===== config.mk =====
export PLATFORM = sky130hd
export DESIGN_NAME = priority_enc8_buf
export DESIGN_NICKNAME = d
export VERILOG_FILES = /design/src/rtl/priority_enc8_buf.sv
export SDC_FILE = /design/constraint.sdc
export NUM_CORES = 1
export LEC_CHECK = 0
export ABC_AREA = 1
export CORE_MARGIN = 3
export CORE_UTILIZATION = 53
export DETAILED_ROUTE_END_ITERATION = 7
export PLACE_DENSITY = 0.8
export SETUP_SLACK_MARGIN = 0.1
export SLEW_MARGIN = 25
export SYNTH_ARGS = -nofsm -noshare
export SYNTH_HDL_FRONTEND = slang
export SYNTH_SLANG_ARGS = --single-unit

===== constraint.sdc =====
create_clock -name clk -period 6.1 [get_ports clk]
set_clock_uncertainty 0.2 [all_clocks]
set_input_delay 0.61 -clock clk [delete_from_list [all_inputs] [get_ports clk]]
set_output_delay 0.61 -clock clk [all_outputs]
set_load 0.01 [all_outputs]

===== src/rtl/priority_enc8_buf.sv =====
// 8-bit priority encoder with zero/multi-hot flags, buffered in a 2-entry FIFO.
// Also keeps a saturating count of accepted multi-hot vectors.
module priority_enc8_buf #(
    parameter int unsigned MSB_WINS = 1,
    parameter int unsigned CNT_W    = 8
) (
    input  logic             clk,
    input  logic             rst_n,
    input  logic             in_valid,
    output logic             in_ready,
    input  logic [7:0]       in_vec,
    output logic             out_valid,
    input  logic             out_ready,
    output logic [2:0]       out_code,
    output logic             out_zero,
    output logic             out_multi,
    output logic [CNT_W-1:0] err_cnt
);

    // Entry layout: {code[2:0], zero, multi}
    logic [4:0]       ent0_q, ent0_d;
    logic [4:0]       ent1_q, ent1_d;
    logic [1:0]       occ_q, occ_d;
    logic [CNT_W-1:0] err_q, err_d;

    logic [2:0] enc_code;
    logic [3:0] enc_cnt;
    logic       enc_zero;
    logic       enc_multi;
    logic [4:0] new_ent;
    logic       push;
    logic       pop;

    // Scan order makes the last set bit seen the winner.
    always_comb begin
        enc_code = 3'd0;
        enc_cnt  = 4'd0;
        for (int i = 0; i < 8; i++) begin
            if (in_vec[i]) begin
                enc_cnt = enc_cnt + 4'd1;
            end
        end
        for (int i = 0; i < 8; i++) begin
            if (MSB_WINS != 0) begin
                if (in_vec[i]) begin
                    enc_code = 3'(i);
                end
            end else begin
                if (in_vec[7-i]) begin
                    enc_code = 3'(7 - i);
                end
            end
        end
    end

    assign enc_zero  = (enc_cnt == 4'd0);
    assign enc_multi = (enc_cnt >= 4'd2);
    assign new_ent   = {enc_code, enc_zero, enc_multi};

    assign in_ready  = rst_n && (occ_q < 2'd2);
    assign out_valid = (occ_q != 2'd0);
    assign push      = in_valid && in_ready;
    assign pop       = out_valid && out_ready;

    always_comb begin
        occ_d  = occ_q;
        ent0_d = ent0_q;
        ent1_d = ent1_q;
        err_d  = err_q;
        unique case (occ_q)
            2'd0: begin
                if (push) begin
                    ent0_d = new_ent;
                    occ_d  = 2'd1;
                end
            end
            2'd1: begin
                if (push && pop) begin
                    ent0_d = new_ent;
                end else if (push) begin
                    ent1_d = new_ent;
                    occ_d  = 2'd2;
                end else if (pop) begin
                    occ_d = 2'd0;
                end
            end
            2'd2: begin
                if (pop) begin
                    ent0_d = ent1_q;
                    occ_d  = 2'd1;
                end
            end
            default: begin
                occ_d = 2'd0;
            end
        endcase
        if (push && enc_multi && (err_q != {CNT_W{1'b1}})) begin
            err_d = err_q + 1'b1;
        end
    end

    always_ff @(posedge clk) begin
        if (!rst_n) begin
            occ_q  <= 2'd0;
            ent0_q <= 5'd0;
            ent1_q <= 5'd0;
            err_q  <= '0;
        end else begin
            occ_q  <= occ_d;
            ent0_q <= ent0_d;
            ent1_q <= ent1_d;
            err_q  <= err_d;
        end
    end

    assign out_code  = ent0_q[4:2];
    assign out_zero  = ent0_q[1];
    assign out_multi = ent0_q[0];
    assign err_cnt   = err_q;

endmodule


After elaboration in Yosys (flattened, before gate mapping)
Index checks and enable logic that the tools add are counted.
{ "word_totals": {"reg_bits": 20, "inputBits": 12, "out_inout_bits": 15, "wordCells": 61} }
{ "classes": {"add_sub_neg": 8, "magnitude_cmp": 2, "eq_ne": 8, "muxes": 25, "bitwise": 1, "reduce_logical": 13} }
{ "ops": {"columns": ["op", "n"], "rows": [
  ["4-bit by 1-bit adder with 4-bit output, second input constant", 7],
  ["4-bit 2-to-1 mux", 7],
  ["3-bit 2-to-1 mux", 6],
  ["5-bit 2-to-1 mux", 3],
  ["5-bit one-hot mux with 3 select lines", 1],
  ["2-bit 2-to-1 mux", 5],
  ["8-bit by 1-bit adder with 8-bit output, second input constant", 1],
  ["2-bit inequality test, second input constant", 4],
  ["8-bit inequality test, second input constant", 1],
  ["4-bit AND reduction", 2],
  ["1-bit logical AND", 6],
  ["2-bit one-hot mux with 3 select lines", 1],
  ["4-bit by 2-bit >= comparator with 1-bit output, second input constant", 1],
  ["4-bit zero test", 1],
  ["3-bit inequality test, second input constant", 1],
  ["3-bit AND reduction", 1],
  ["3-bit nonzero test", 1],
  ["2-bit by 1-bit equality test with 1-bit output, second input constant", 1],
  ["2-bit equality test, second input constant", 1],
  ["2-bit zero test", 1],
  ["2-bit less-than comparator, second input constant", 1],
  ["1-bit 2-to-1 mux", 2],
  ["2-bit nonzero test", 1],
  ["1-bit inverter", 1]
]} }

Longest topological paths before layout
{ "logic_depth": {"ltp_word": 18, "depth_mapped": 29, "ltp_nobuf": 29} }

Worst setup path before layout
No wires, ideal clock.
{ "synth_timing": {"path_kind": "input to register", "startpoint": "input in_vec[0]", "endpoint": "register err_q[0] (netlist: err_cnt[0])", "setup_time_ns": 0.113, "arrival_ns": 4.247, "required_time_ns": 5.787, "setup_slack_ns": 1.540, "stages": 28, "n_path_buf": 0, "path_cell_list": "inv_1 -> ha_1 -> inv_1 -> nand2_1 -> nand2_1 -> ha_1 -> nand2_1 -> nand2_1 -> ha_1 -> or2_2 -> nand2_1 -> inv_1 -> ha_1 -> nand2_1 -> nand2_1 -> ha_1 -> or2_2 -> nand2_1 -> inv_1 -> ha_1 -> nand2_1 -> o21ai_0 -> nor2_2 -> nand3_4 -> nand3_4 -> nand2_1 -> nand2_1 -> nor2_1"} }
{ "synth_via": {"elab_chain_cells": 18} }
{ "synth_lines": {"columns": ["item", "line_no", "text"], "rows": [
  ["start, declared", "11", "input logic [7:0] in_vec,"],
  ["1-bit 2-to-1 mux (*)", "39", "if (in_vec[i]) begin"],
  ["4-bit by 1-bit adder with 4-bit output", "40", "enc_cnt = enc_cnt + 4'd1;"],
  ["4-bit 2-to-1 mux (*)", "39", null],
  ["4-bit by 1-bit adder with 4-bit output", "40", null],
  ["4-bit 2-to-1 mux (*)", "39", null],
  ["4-bit by 1-bit adder with 4-bit output", "40", null],
  ["4-bit 2-to-1 mux (*)", "39", null],
  ["4-bit by 1-bit adder with 4-bit output", "40", null],
  ["4-bit 2-to-1 mux (*)", "39", null],
  ["4-bit by 1-bit adder with 4-bit output", "40", null],
  ["4-bit 2-to-1 mux (*)", "39", null],
  ["4-bit by 1-bit adder with 4-bit output", "40", null],
  ["4-bit 2-to-1 mux (*)", "39", null],
  ["4-bit by 1-bit adder with 4-bit output", "40", null],
  ["4-bit 2-to-1 mux (*)", "39", null],
  ["4-bit by 2-bit >= comparator with 1-bit output (*)", "57", "assign enc_multi = (enc_cnt >= 4'd2);"],
  ["1-bit logical AND (*) (2 in a row)", "97", "if (push && enc_multi && (err_q != {CNT_W{1'b1}})) begin"],
  ["end signal, assigned", "112", "err_q <= err_d;"],
  ["end, declared", "24", "logic [CNT_W-1:0] err_q, err_d;"]
]} }
Every way passes the cells marked *; elsewhere a longest branch is shown, timed or not.
A chain may end at the register's enable or synchronous reset.

Worst setup path after layout
{ "layout_timing": {"startpoint": "input in_vec[1]", "endpoint": "register err_q[0] (netlist: err_cnt[0])"} }
{ "layout_via": {"elab_chain_cells": 16} }
{ "layout_lines": {"columns": ["item", "line_no"], "rows": [
  ["4-bit 2-to-1 mux (*)", "39"],
  ["4-bit by 1-bit adder with 4-bit output", "40"],
  ["4-bit 2-to-1 mux (*)", "39"],
  ["4-bit by 1-bit adder with 4-bit output", "40"],
  ["4-bit 2-to-1 mux (*)", "39"],
  ["4-bit by 1-bit adder with 4-bit output", "40"],
  ["4-bit 2-to-1 mux (*)", "39"],
  ["4-bit by 1-bit adder with 4-bit output", "40"],
  ["4-bit 2-to-1 mux (*)", "39"],
  ["4-bit by 1-bit adder with 4-bit output", "40"],
  ["4-bit 2-to-1 mux (*)", "39"],
  ["4-bit by 1-bit adder with 4-bit output", "40"],
  ["4-bit 2-to-1 mux (*)", "39"],
  ["4-bit by 2-bit >= comparator with 1-bit output (*)", "57"],
  ["1-bit logical AND (*) (2 in a row)", "97"]
]} }
Marks and branches as above.

==> metrics.md <==
| Metric | Value |
|---|---|
| FP Rows | 19 |
| CTS Buf Count | 3 |
| Crit path arrival time | 5.09 ns |
| Seq/Total Area, Yosys | 25.1% |
| Synthesized net count | 275 |
| Vias post-DR | 1566 |
| Die Width | 60.9 um |
| Crit Path Category | input pin to flip-flop |
| Critical Path Start | in_vec[1] |
| Largest net degree at the start of global routing | 15 |
| CP most frequent cell | nand2_1 |
| Syn Area/Cell | ~6.3 um^2 |
| Post-DRT Antenna Nets | 0 |
| Mapped Cells | 255 |
| Relative slew slack | a little over 70% |
| Vias per cell | between 4 and 5 |
| Peak per-stage delay on the critical path | 0.51 ns |
| DP Cell Count | 311 |
| Number of hold-repair buffers added at the cts stage | 0 |
| Setup crit end kind | flip-flop |
| Synth Register Bits | 20 |
| H-tree Lvls | 1 |
| I/O Buffers | 26 |
| Tmin final | between 5 and 6 ns |
| Core area | approximately 2800 um^2 |
| Worst-path fanout max | 10 |
| Area contributors post-synth | dfxtp_1 (25%), nand2_1 (17%), inv_1 (8.0%), ha_1 (6.3%), a21oi_1 (5.6%) |
| Drt total wl | 3220 um |
| Syn-to-layout area delta | 19.9% |
| CP required | 6.10 ns |
| Post-Synthesis Cell Area | 1600 um^2 |
| Cell Area, Placed | about 1900 um^2 |
| Leakage power | about 0.94 nW |
| Worst-path clk slew | 0.10 ns |
| Status | complete, no violations |
| Initial drt markers | between 80 and 90 |
| Crit path max-delay cell type | clkdlybuf4s50_1 |
| Filler cells | 264 |
| Nets | around 310 |
| Syn. warnings | 0 |
| Tcrit/Tclk final | 83.4% |
| Final setup violation count | 0 |
| Power Dens Cells | 178 nW/um^2 |
| Layout cells sized above 1 | 10.2% |
| Max clock buf depth | 2 |
| Worst min path class | flip-flop to flip-flop |
| Top-area cell type share of the netlist area | 25.1% |
| Worst Tran Pin Value | 0.423 ns |
| Flop2flop setup slack | 4.34 ns |
| Ant diodes | 0 |
| Global-route wire length before repair | around 5700 um |
| First-pass DRT Iterations | 4 |
| Initial antenna violation count | 0 |
| CTS Sinks | 20 |
| CTS root buffer | clkbuf_4 |
| Vias in the first global route | 1449 |
| Fmax | 196 MHz |
| Gr usage total | 19.5% |
| Die Ht | ~61 um |
| Routed len/inst | 10.2 um |
| R2R depth | 9 |
| Final instance area | 1910 um^2 |
| Die area | ~3700 um^2 |
| Crit start category | input pin |
| Clock Latency Late Sink | 0.29 ns |
| End of the worst register-to-register path | ent1_q[0] |
| CTS tree | yes |
| Post-DP HPWL | 2590 um |
| Post-Route Setup TNS | 0 ns |
| VDD IR-drop max | 0.178 mV |
| RSZ-0062 raised after global routing | false |
| Layout Utilization | 68.2% |
| Yosys top cell by area | dfxtp_1 |
| Routability cong. | 0.846 |
| Starting density of the core | a little under three fifths |
| Post-CTS sizing | 0 |
| Non-Filler Instances | 314 |
| Max capacitance violation total | 0 |
| IO Count | 27 |
| Fin. Hold Viols | 0 |
| Slew Viols, Final | 0 |
| Distinct cells, synth | 23 |
| Total congestion overflow | 0 |
| CP endpoint | err_cnt[0] |
| Postcts setup bufs | 0 |
| RR Startpoint | occ_q[1] |
| Residual DRC count | 0 |
==> state kept, by name, indices dropped and copies added (netlist names) <==
name	count
err_cnt	8
ent0_q	5
ent1_q	5
occ_q	2
==> Yosys cell counts <==
| cell type | number |
|---|---|
| xor2_1 | 5 |
| nor2_1 | 23 |
| clkinv_1 | 1 |
| a21oi_1 | 18 |
| o21ai_0 | 15 |
| nand3_1 | 17 |
| a31oi_1 | 2 |
| ha_1 | 8 |
| nand2_4 | 1 |
| nor2_2 | 3 |
| xnor2_1 | 1 |
| or2_2 | 3 |
| inv_2 | 1 |
| buf_1 | 1 |
| nand3_2 | 7 |
| nand2_2 | 9 |
| nand3_4 | 2 |
| nand2_1 | 74 |
| dfxtp_1 | 20 |
| nand4_1 | 7 |
| nand3b_1 | 1 |
| a211oi_1 | 2 |
| inv_1 | 34 |
==> layout by cell type (no fill, tap or decap), drive strengths merged <==
cell type	instances
nand4	7
dfxtp	20
clkbuf	3
xor2	5
nand3	26
nor2	26
a31oi	2
ha	8
xnor2	1
nand2	84
clkdlybuf4s50	26
a21oi	18
a211oi	2
inv	35
o21ai	15
or2	3
clkinv	1
nand3b	1
==> critical path: cells and delay by family <==
kind,cells,cell delay [ns]
adder cells (fa/ha/maj),6,1.67
AO/OA/AOI/OAI,1,0.09
AND/OR/NAND/NOR,17,1.97
buffers and inverters,5,0.74
==> metrics by stage <==
step                      hold slack [ns]  worst slack, ns  total power, mW
after global placement              0.259            0.770            0.281
final                               0.277             1.01            0.341
after floorplan                     0.253             1.54            0.243
after detailed placement            0.267            0.688            0.284
after CTS                           0.283            0.993            0.344
after global routing                0.294            0.512            0.371
==> metal layers <==
layer  global-route usage (%)  vias up  routed length, um
met5                        0        -                  0
met4                     1.86        0                  0
met3                     4.04        0                105
met2                     31.5       21               1410
met1                     27.7      665               1700
li1                         -      880                  -
==> worst min path at each step <==
stage / to / from / cells after the start
floorplan: ent0_q[3] / ent1_q[3] / 2
global placement: ent0_q[1] / ent0_q[1] / 2
detailed placement: ent0_q[1] / ent0_q[1] / 2
CTS: ent0_q[1] / ent0_q[1] / 2
global route: ent0_q[1] / ent0_q[1] / 2
finish: ent0_q[1] / ent0_q[1] / 2
==> report_power, final <==
part           switching, mW  internal, mW  total (mW)
Sequential           0.00395         0.137       0.141
Clock                 0.0377        0.0230      0.0607
Combinational         0.0841        0.0555       0.140
Total                  0.126         0.215       0.341
==> area by class of cell <==
| type | count | area (um^2) | share of cell area [%] |
|---|---|---|---|
| timing repair buffer | 26 | 260 | 13.6 |
| clock buffer | 3 | 22.5 | 1.18 |
| multi-input combinational | 198 | 1060 | 55.2 |
| inverter | 36 | 135 | 7.06 |
| sequential | 20 | 400 | 20.9 |
| tap | 31 | 38.8 | 2.03 |
==> cell families (layout without fill, tap and decap cells) <==
| kind of cell | count (synthesis) | count (layout) | share of synthesized area (%) |
|---|---|---|---|
| AOI/OAI and AO/OA | 37 | 37 | 12.1 |
| xor gates and xnor gates | 6 | 6 | 3.29 |
| adders and majority gates | 8 | 8 | 6.27 |
| buffers and inverters | 37 | 65 | 8.71 |
| DFF | 20 | 20 | 25.1 |
| and+or+nand+nor | 147 | 147 | 44.5 |
No activity file was read; power rests on OpenSTA's default activity.
